File: config.mk
export PLATFORM = sky130hd
export DESIGN_NAME = rv2t_decode_stage
export DESIGN_NICKNAME = d
export VERILOG_FILES = /design/src/rtl/rv2t_decode_stage.sv
export SDC_FILE = /design/constraint.sdc
export NUM_CORES = 1
export LEC_CHECK = 0
export ABC_AREA = 1
export CORE_MARGIN = 3
export CORE_UTILIZATION = 38
export CTS_CLUSTER_DIAMETER = 50
export DETAILED_ROUTE_END_ITERATION = 10
export PLACE_DENSITY_LB_ADDON = 0.15
export SETUP_SLACK_MARGIN = 0.3
export SLEW_MARGIN = 40
export SYNTH_ARGS = -nofsm -noshare
export SYNTH_HDL_FRONTEND = slang
export SYNTH_SLANG_ARGS = --single-unit
File: constraint.sdc
create_clock -name clk -period 3.4 [get_ports clk]
set_input_delay 0.85 -clock clk [delete_from_list [all_inputs] [get_ports clk]]
set_output_delay 0.85 -clock clk [all_outputs]
set_load 0.02 [all_outputs]
File: src/rtl/rv2t_decode_stage.sv
// rv2t_decode_stage: elastic RV32 decode stage.
// Decodes an instruction word on the fly and stores the result in a
// 2-entry skid buffer. Fetch and execute are decoupled, and in_ready is a
// plain register output with no combinational path from out_ready.
// A saturating counter tracks accepted instructions.
module rv2t_decode_stage #(
    parameter int XLEN           = 32,
    parameter int PC_BITWIDTH    = 32,
    parameter int ENABLE_MUL_DIV = 1,
    parameter int ENABLE_CSR     = 1,
    parameter int CNT_BITS       = 16
) (
    input  logic                   clk,
    input  logic                   reset_n,
    input  logic                   sync_reset,
    input  logic                   flush,
    input  logic                   in_valid,
    output logic                   in_ready,
    input  logic [XLEN-1:0]        IR_in,
    input  logic [PC_BITWIDTH-1:0] PC_in,
    output logic                   out_valid,
    input  logic                   out_ready,
    output logic [XLEN-3:0]        IR_out,
    output logic [PC_BITWIDTH-1:0] PC_out,
    output logic [4:0]             rs1,
    output logic [4:0]             rs2,
    output logic [4:0]             rd,
    output logic [18:0]            ctl,
    output logic                   exception_illegal_instruction,
    output logic [CNT_BITS-1:0]    decode_count
);

    localparam bit MULDIV_EN = (ENABLE_MUL_DIV != 0);
    localparam bit CSR_EN    = (ENABLE_CSR != 0);

    // Opcode field IR[6:2]
    localparam logic [4:0] OPC_OP_IMM   = 5'b00100;
    localparam logic [4:0] OPC_OP       = 5'b01100;
    localparam logic [4:0] OPC_LUI      = 5'b01101;
    localparam logic [4:0] OPC_AUIPC    = 5'b00101;
    localparam logic [4:0] OPC_JAL      = 5'b11011;
    localparam logic [4:0] OPC_JALR     = 5'b11001;
    localparam logic [4:0] OPC_BRANCH   = 5'b11000;
    localparam logic [4:0] OPC_LOAD     = 5'b00000;
    localparam logic [4:0] OPC_STORE    = 5'b01000;
    localparam logic [4:0] OPC_SYSTEM   = 5'b11100;
    localparam logic [4:0] OPC_MISC_MEM = 5'b00011;

    // Strobe bit positions within ctl
    localparam int C_X_RS1   = 0;
    localparam int C_Y_RS2   = 1;
    localparam int C_Y_IMM   = 2;
    localparam int C_RD      = 3;
    localparam int C_ALU     = 4;
    localparam int C_MULDIV  = 5;
    localparam int C_LUI     = 6;
    localparam int C_AUIPC   = 7;
    localparam int C_JAL     = 8;
    localparam int C_JALR    = 9;
    localparam int C_BRANCH  = 10;
    localparam int C_LOAD    = 11;
    localparam int C_STORE   = 12;
    localparam int C_SYSTEM  = 13;
    localparam int C_CSR     = 14;
    localparam int C_CSR_WR  = 15;
    localparam int C_MISCMEM = 16;
    localparam int C_MRET    = 17;
    localparam int C_WFI     = 18;

    // One buffered decode result; IR is kept as IR[31:2]
    typedef struct packed {
        logic [XLEN-3:0]        ir;
        logic [PC_BITWIDTH-1:0] pc;
        logic [18:0]            ctl;
        logic                   ill;
    } entry_t;

    typedef enum logic [1:0] {
        S_EMPTY = 2'd0,
        S_ONE   = 2'd1,
        S_FULL  = 2'd2
    } state_e;

    state_e                state_q, state_d;
    entry_t                head_q, head_d;
    entry_t                tail_q, tail_d;
    logic                  in_ready_q, in_ready_d;
    logic [CNT_BITS-1:0]   cnt_q, cnt_d;

    logic [18:0]           dec_ctl;
    logic                  dec_ill;
    entry_t                dec_entry;
    logic                  acc;
    logic                  pop;
    logic                  clear;

    logic [4:0]            opcode;
    logic [2:0]            funct3;
    logic [4:0]            f_rs1;
    logic [4:0]            f_rs2;
    logic                  csr_op;

    assign opcode = IR_in[6:2];
    assign funct3 = IR_in[14:12];
    assign f_rs1  = IR_in[19:15];
    assign f_rs2  = IR_in[24:20];
    assign csr_op = |funct3;

    // Combinational decode of the incoming instruction word
    always_comb begin
        dec_ctl = '0;
        dec_ill = 1'b0;
        case (opcode)
            OPC_OP_IMM: begin
                dec_ctl[C_X_RS1] = 1'b1;
                dec_ctl[C_Y_IMM] = 1'b1;
                dec_ctl[C_RD]    = 1'b1;
                dec_ctl[C_ALU]   = 1'b1;
            end
            OPC_OP: begin
                dec_ctl[C_X_RS1]  = 1'b1;
                dec_ctl[C_Y_RS2]  = 1'b1;
                dec_ctl[C_RD]     = 1'b1;
                dec_ctl[C_ALU]    = ~IR_in[25];
                dec_ctl[C_MULDIV] = IR_in[25];
                if (!MULDIV_EN && IR_in[25]) dec_ill = 1'b1;
            end
            OPC_LUI: begin
                dec_ctl[C_LUI] = 1'b1;
                dec_ctl[C_RD]  = 1'b1;
            end
            OPC_AUIPC: begin
                dec_ctl[C_AUIPC] = 1'b1;
                dec_ctl[C_RD]    = 1'b1;
            end
            OPC_JAL: begin
                dec_ctl[C_JAL] = 1'b1;
                dec_ctl[C_RD]  = 1'b1;
            end
            OPC_JALR: begin
                dec_ctl[C_JALR]  = 1'b1;
                dec_ctl[C_RD]    = 1'b1;
                dec_ctl[C_X_RS1] = 1'b1;
            end
            OPC_BRANCH: begin
                dec_ctl[C_BRANCH] = 1'b1;
                dec_ctl[C_X_RS1]  = 1'b1;
                dec_ctl[C_Y_RS2]  = 1'b1;
            end
            OPC_LOAD: begin
                dec_ctl[C_LOAD]  = 1'b1;
                dec_ctl[C_X_RS1] = 1'b1;
            end
            OPC_STORE: begin
                dec_ctl[C_STORE]  = 1'b1;
                dec_ctl[C_X_RS1]  = 1'b1;
                dec_ctl[C_Y_RS2]  = 1'b1;
            end
            OPC_SYSTEM: begin
                dec_ctl[C_SYSTEM] = 1'b1;
                dec_ctl[C_X_RS1]  = 1'b1;
                if (!csr_op && f_rs2 == 5'b00010) begin
                    dec_ctl[C_MRET] = 1'b1;
                end else if (!csr_op && f_rs2 == 5'b00101) begin
                    dec_ctl[C_WFI] = 1'b1;
                end else begin
                    dec_ctl[C_CSR]    = csr_op;
                    dec_ctl[C_RD]     = csr_op;
                    dec_ctl[C_CSR_WR] = csr_op & (|f_rs1);
                end
                if (!CSR_EN && csr_op) dec_ill = 1'b1;
            end
            OPC_MISC_MEM: begin
                // FENCE.I raises the strobe; plain FENCE is a legal no-op
                if (funct3 == 3'b001)      dec_ctl[C_MISCMEM] = 1'b1;
                else if (funct3 != 3'b000) dec_ill = 1'b1;
            end
            default: dec_ill = 1'b1;
        endcase
        if (IR_in == '0 || IR_in == '1 || IR_in[1:0] != 2'b11) dec_ill = 1'b1;
        // Illegal entries never carry strobes downstream
        if (dec_ill) dec_ctl = '0;
    end

    assign dec_entry = '{ir: IR_in[XLEN-1:2], pc: PC_in, ctl: dec_ctl, ill: dec_ill};

    assign clear     = flush | sync_reset;
    assign out_valid = (state_q != S_EMPTY);
    assign acc       = in_valid & in_ready_q & ~clear;
    assign pop       = out_valid & out_ready;

    // Skid buffer next-state: head is the oldest entry, tail the second
    always_comb begin
        state_d = state_q;
        head_d  = head_q;
        tail_d  = tail_q;
        if (clear) begin
            state_d = S_EMPTY;
        end else begin
            case (state_q)
                S_EMPTY: begin
                    if (acc) begin
                        head_d  = dec_entry;
                        state_d = S_ONE;
                    end
                end
                S_ONE: begin
                    if (acc && pop) begin
                        head_d = dec_entry;
                    end else if (acc) begin
                        tail_d  = dec_entry;
                        state_d = S_FULL;
                    end else if (pop) begin
                        state_d = S_EMPTY;
                    end
                end
                S_FULL: begin
                    // in_ready is low here, so no accept can coincide
                    if (pop) begin
                        head_d  = tail_q;
                        state_d = S_ONE;
                    end
                end
                default: state_d = S_EMPTY;
            endcase
        end
        // Registered ready: derived from the state we are about to enter
        in_ready_d = (state_d != S_FULL);
    end

    // Saturating accept counter; sync_reset clears, flush does not
    always_comb begin
        cnt_d = cnt_q;
        if (sync_reset)              cnt_d = '0;
        else if (acc && cnt_q != '1) cnt_d = cnt_q + CNT_BITS'(1);
    end

    // State, buffer, ready and counter registers
    always_ff @(posedge clk or negedge reset_n) begin
        if (!reset_n) begin
            state_q    <= S_EMPTY;
            head_q     <= '0;
            tail_q     <= '0;
            in_ready_q <= 1'b1;
            cnt_q      <= '0;
        end else begin
            state_q    <= state_d;
            head_q     <= head_d;
            tail_q     <= tail_d;
            in_ready_q <= in_ready_d;
            cnt_q      <= cnt_d;
        end
    end

    assign in_ready                      = in_ready_q;
    assign IR_out                        = head_q.ir;
    assign PC_out                        = head_q.pc;
    assign rs1                           = head_q.ir[17:13];
    assign rs2                           = head_q.ir[22:18];
    assign rd                            = head_q.ir[9:5];
    assign ctl                           = head_q.ctl;
    assign exception_illegal_instruction = head_q.ill;
    assign decode_count                  = cnt_q;

endmodule

Yosys cells after proc, flatten, opt, wreduce, memory -nomap -nowiden

Index checks and enable logic that the tools add are counted.

$add $sub $neg: 1
$mul: 0
Divide/modulo/power cells: 0
$lt $le $gt $ge: 0
Equal/unequal tests: 22
Shift operators: 0
Multiplexer cells: 42
Bitwise operators: 8
Reductions and logical operators: 22

Operators by type and width:

| kind                    | number |
|---|---|
| $mux W82                | 3 |
| $pmux W82 S3            | 1 |
| $eq A32 B32 Y1 const B  | 1 |
| $logic_not A32 Y1       | 1 |
| $mux W16                | 2 |
| $mux W1                 | 21 |
| $eq A5 B5 Y1 const B    | 4 |
| $mux W19                | 1 |
| $mux W2                 | 9 |
| $add A16 B1 Y16 const B | 1 |
| $ne A16 B16 Y1 const B  | 1 |
| $eq A5 B3 Y1 const B    | 3 |
| $eq A5 B4 Y1 const B    | 3 |
| $eq A5 B2 Y1 const B    | 2 |
| $ne A2 B2 Y1 const B    | 5 |
| $reduce_or A10 Y1       | 1 |
| $reduce_or A7 Y1        | 1 |
| $pmux W1 S2             | 3 |
| $pmux W2 S3             | 1 |
| $reduce_bool A3 Y1      | 2 |
| $reduce_or A3 Y1        | 2 |
| $reduce_or A6 Y1        | 1 |
| $logic_not A5 Y1        | 1 |
| $reduce_and A5 Y1       | 1 |
| other kinds (14)        | 24 |

Register bits after elaboration: 183
Bits in latches: 0
RAM bits: 0
Bits in read-only memories: 0
Bits of input ports: 70
Output and inout port bits: 115
Memories kept: 0

Logic depth before layout (Yosys ltp)

Depth in word-level cells: 9
Mapped depth: 11
Mapped depth without buffers: 10

Worst setup path before layout

Ideal clock, no wire load.

Path type: in2reg
From: in sync_reset
To: reg tail_q[17] (netlist name)
Setup time: 0.130 ns
Data arrival time: 1.997 ns
Data required time: 3.270 ns
Setup slack: 1.273 ns
Stages: 9
Cell sequence: buf_2 -> nor2_4 -> nand3_1 -> nor4_4 -> inv_2 -> buf_2 -> buf_2 -> nand2_1 -> o21ai_1

Word-level cells in the longest chain between the ends: 6

RTL lines:

| item                          | line | text |
|---|---|---|
| from (decl)                   | 15   | `input logic sync_reset,` |
| $or A1 B1 Y1 *                | 187  | `assign clear = flush \| sync_reset;` |
| $not A1 Y1 (no line) *        | --   |  |
| $and A1 B1 Y1                 | 189  | `assign acc = in_valid & in_ready_q & ~clear;` |
| $logic_and A1 B1 Y1           | 208  | `if (acc && pop) begin` |
| $not A1 Y1 (no line)          | --   |  |
| $reduce_and A4 Y1 (no line) * | --   |  |
| to (signal assigned)          | 249  | `tail_q <= tail_d;` |
| to (decl)                     | 86   | `entry_t tail_q, tail_d;` |

Mark *: on every way between the ends. The rest lies on a longest branch, timed or not.
A chain may end at the register's enable or synchronous reset.

Worst setup path in the final report

From: in IR_in[5]
To: reg tail_q[0] (netlist name)

Word-level cells in the longest chain between the ends: 4
Elaborated cells on any way between the ends: 18
Classes of those cells: 11 x eq/ne; 2 x mux; 5 x reduce/logical

RTL lines:

| item                                                              | line     | text |
|---|---|---|
| from (decl)                                                       | 19       | `input logic [XLEN-1:0] IR_in,` |
| $eq A5 B5 Y1, or another cell as far along                        | 113      | `case (opcode)` |
| $reduce_or A10 Y1 (no line) or $logic_or A1 B1 Y1 (tied branches) | --       |  |
| $pmux W1 S2 or $logic_or A1 B1 Y1 (tied branches)                 | 113, 180 |  |
| $mux W1 *                                                         | 180      | `if (IR_in == '0 \|\| IR_in == '1 \|\| IR_in[1:0] != 2'b11) dec_ill = 1'b1;` |

Marks and branches as above.

==> impl_metrics.csv <==
group,metric,value,unit
yosys,synth_top_cell_by_area,"dfrtp_1",
routing,viasPerCell,4.904,
clocking,htree_levels,4,
yosys,yosysSeqAreaShare,53.91,%
grt,gr-usage-met3,3.356,%
power,power.share.clock,33.1,%
yosys,syn-num-nets,1153,
floorplan,initial_utilization,38.81,%
routing,drtPass1Iterations,4,
power,internal_power,4.150,mW
yosys,synth_area_per_cell,7.853,sq um
timing,final-setup-viol-count,0,
clocking,post_cts_buffers,0,
yosys,synthArstFlopShare,100.0,%
clocking,cts_resized,0,
grt,grt.overflow.total,0,
place,gp_congestion,0.8898,
power,p_sw,1.826,mW
timing,finalSetupTns,0,ns
grt,antenna_found_initial,0,
yosys,yosys.area_share.xor_xnor,0.6185,%
flow_run,drv_cap,0,
timing,hold_viol_final,0,
hold_path,hold_class,"in2async",
floorplan,pin_count,185,
yosys,synthTopCellsByCount,"431 x nand2_1, 182 x dfrtp_1, 141 x nor2_1",
grt,gr-usage-met2,31.55,%
grt,first_global_vias,7189,
place,dp.cells,1495,
power,swShare,30.55,%
yosys,postSynthCellCount,1082,
place,hpwl,15.70,mm
status,status,"finished, final reports clean",
yosys,ys_ff_latch,183,
clocking,clockBufferDepth,2,
floorplan,die_h,155.5,um
routing,antenna_left,0,
place,dp_slack,0.4184,ns
timing,skew,0.01120,ns
routing,dr.first_iter.drc_count,443,
timing,fin_crit_sh,75.38,%
routing,drc,0,
grt,grt_pass1_wl,38.49,mm
critical_path,worstPathRequired,3.69,ns
place,io_buffers,184,
floorplan,num_rows,54,
timing,layout_setup_ws,0.8370,ns
yosys,synth_fa_ha_area_share,0.1473,%
timing,worst-slew-pin-transition,0.7146,ns
critical_path,crit_path_end_kind,"flop",
power,power_density,536.6,nW/um^2
timing,timing.final.max_slew_violations,0,
yosys,ys.flop_type,"dfrtp_1",
cells_and_area,drive_above_1_share,5.453,%
yosys,synthDistinctLibCells,31,
yosys,yosys-top-cells-area,"dfrtp_1 54%, nand2_1 19%, nor2_1 6.2%",
clocking,cts_tree,"built",
critical_path,startpoint_type,"input port",
power,vdd_drop_max,0.3484,mV
yosys,syn_area,8497,sq um
clocking,numCtsBuffers,17,
routing,drt-total-wl,23.40,mm
cells_and_area,antennaDiodeCount,0,
routing,vias,7488,
power,seq_power_share,43.4,%
cells_and_area,fin_nets,1305,
floorplan,die_w,155.5,um
critical_path,worstSetupPathType,"in2reg",
cells_and_area,finalCoreUtilization,50.87,%
timing,relSlewSlack,52.36,%
yosys,yosys.area_share.simple,30.17,%
clocking,clock-sinks,183,
timing,timing.hold.ws,0.4037,ns
power,pwr-share-comb,23.5,%
yosys,synth_edf_count,0,
grt,groute.usage.overall,19.65,%
clocking,clk_latency,0.43,ns
clocking,clkTransAtPathRegs,0.08,ns
timing,rsz0062_at_grt,"no",
power,p_leak,5.329,nW
cells_and_area,area_delta_synth_final,31.07,%
yosys,synth_top_family_by_area,"simple AND/OR/NAND/NOR gates",
timing,max_freq,390.2,MHz
routing,post_drt_wl_per_cell,15.32,um
yosys,synth_most_common_cell,"nand2_1",
grt,top_usage_layer,"met2",
clocking,root_buffer,"clkbuf_16",
floorplan,dieArea,24190,sq um
yosys,synth_warnings,0,
critical_path,crit_arrival,2.85,ns
floorplan,coreArea,21890,sq um
cells_and_area,fin_cells,1527,
timing,fin_crit,2.563,ns
cells_and_area,fill_cells,2145,
critical_path,cp_max_fo,10,
yosys,yosys.area.top_type_share,53.60,%
grt,grt_max_degree,73,
clocking,cts_hold_buf,0,
yosys,synthMuxAreaShare,0,%
yosys,synth_compound_area_share,8.703,%
grt,grtUsageMet1,27.73,%
-- through the flow --
stage                     total power [mW]  area (sq um)
after detailed placement             4.062         10550
after CTS                            6.054         11130
after global routing                 6.259         11140
after floorplan                      3.310          8497
after global placement               4.042         10550
final                                5.976         11140
-- path summary, 6_finish.rpt --
| kind | start | endpoint | slack, ns | depth (start not counted) |
|---|---|---|---|---|
| worst max register to register | decode_count[0]$_DFFE_PN0P_ | decode_count[5]$_DFFE_PN0P_ | 1.33 | 8 |
| worst max-delay path | IR_in[5] | tail_q[0]$_DFFE_PN0P_ | 0.84 | 11 |
| worst min-delay path | reset_n | decode_count[0]$_DFFE_PN0P_ | 0.40 | 1 |
| max in group asynchronous | reset_n | ctl[2]$_DFFE_PN0P_ | 2.24 | 2 |
| worst min register to register | tail_q[36]$_DFFE_PN0P_ | tail_q[36]$_DFFE_PN0P_ | 0.47 | 2 |
| min in group clk | tail_q[36]$_DFFE_PN0P_ | tail_q[36]$_DFFE_PN0P_ | 0.47 | 2 |
-- worst max-delay path: stages --
cell and delay [ns]:
clkdlybuf4s50_1 0.65, inv_1 0.10, nor2_1 0.18, nand2_1 0.09, nor2_1 0.17, nor2_1 0.10
nand3_2 0.13, buf_4 0.18, nand2_1 0.07, inv_1 0.22, o21ai_0 0.10
-- power by group through the flow --
stage	logic (mW)	registers (mW)	clock network, mW
after floorplan	0.429	2.88	0
after global placement	1.41	2.63	0
after detailed placement	1.42	2.64	0
after CTS	1.43	2.60	2.03
after global routing	1.52	2.63	2.11
final	1.41	2.59	1.98
-- flip-flops by register name, indices dropped and copies added, names as in the netlist --
signal	cells
exception_illegal_instruction	1
ctl	19
PC_out	32
state_q	2
tail_q	82
decode_count	16
IR_out	30
in_ready	1
-- layout make-up --
cell class	instances	area [sq um]	area share (%)
Clock buffer	17	425.4	3.820
Clock inverter	15	160.2	1.438
Inverter	45	172.7	1.550
Multi-Input combinational cell	780	3376	30.31
Sequential cell	183	4581	41.13
Tap cell	280	350.3	3.146
Timing Repair Buffer	207	2072	18.60
-- layer usage --
layer  vias to the layer above  wire length, um
met5                         -                0
met3                        20             1077
met1                      3534            11030
met4                         0              329
li1                       3765                -
met2                       169            10960
-- cell families (layout without fill, tap and decap cells) --
group                      Yosys count  after routing
buffers and inverters              119            284
and+or+nand+nor                    643            643
adders and majority gates            1              1
DFF                                183            183
AOI/OAI and AO/OA                  130            130
xor gates and xnor gates             6              6
-- cells in the final DEF (no fill, tap or decap), types with 2 or more instances in the layout --
master / netlist / routed
nand4_1: 17 / 17
inv_6: 0 / 3
buf_4: 18 / 18
clkinv_2: 0 / 2
nand2_1: 431 / 431
xor2_1: 6 / 6
clkbuf_16: 0 / 17
nor2_1: 141 / 140
buf_12: 0 / 4
o21ai_0: 27 / 27
inv_1: 41 / 40
nor2_4: 1 / 2
inv_2: 3 / 2
nand3b_1: 2 / 2
nand3_1: 34 / 34
inv_8: 0 / 5
a21oi_1: 21 / 21
o21ai_1: 16 / 16
clkdlybuf4s50_1: 0 / 183
dfrtp_1: 182 / 182
a31oi_1: 62 / 62
nor3_1: 12 / 12
clkinv_4: 0 / 4
Note: power is estimated with default switching activity, not from simulation.
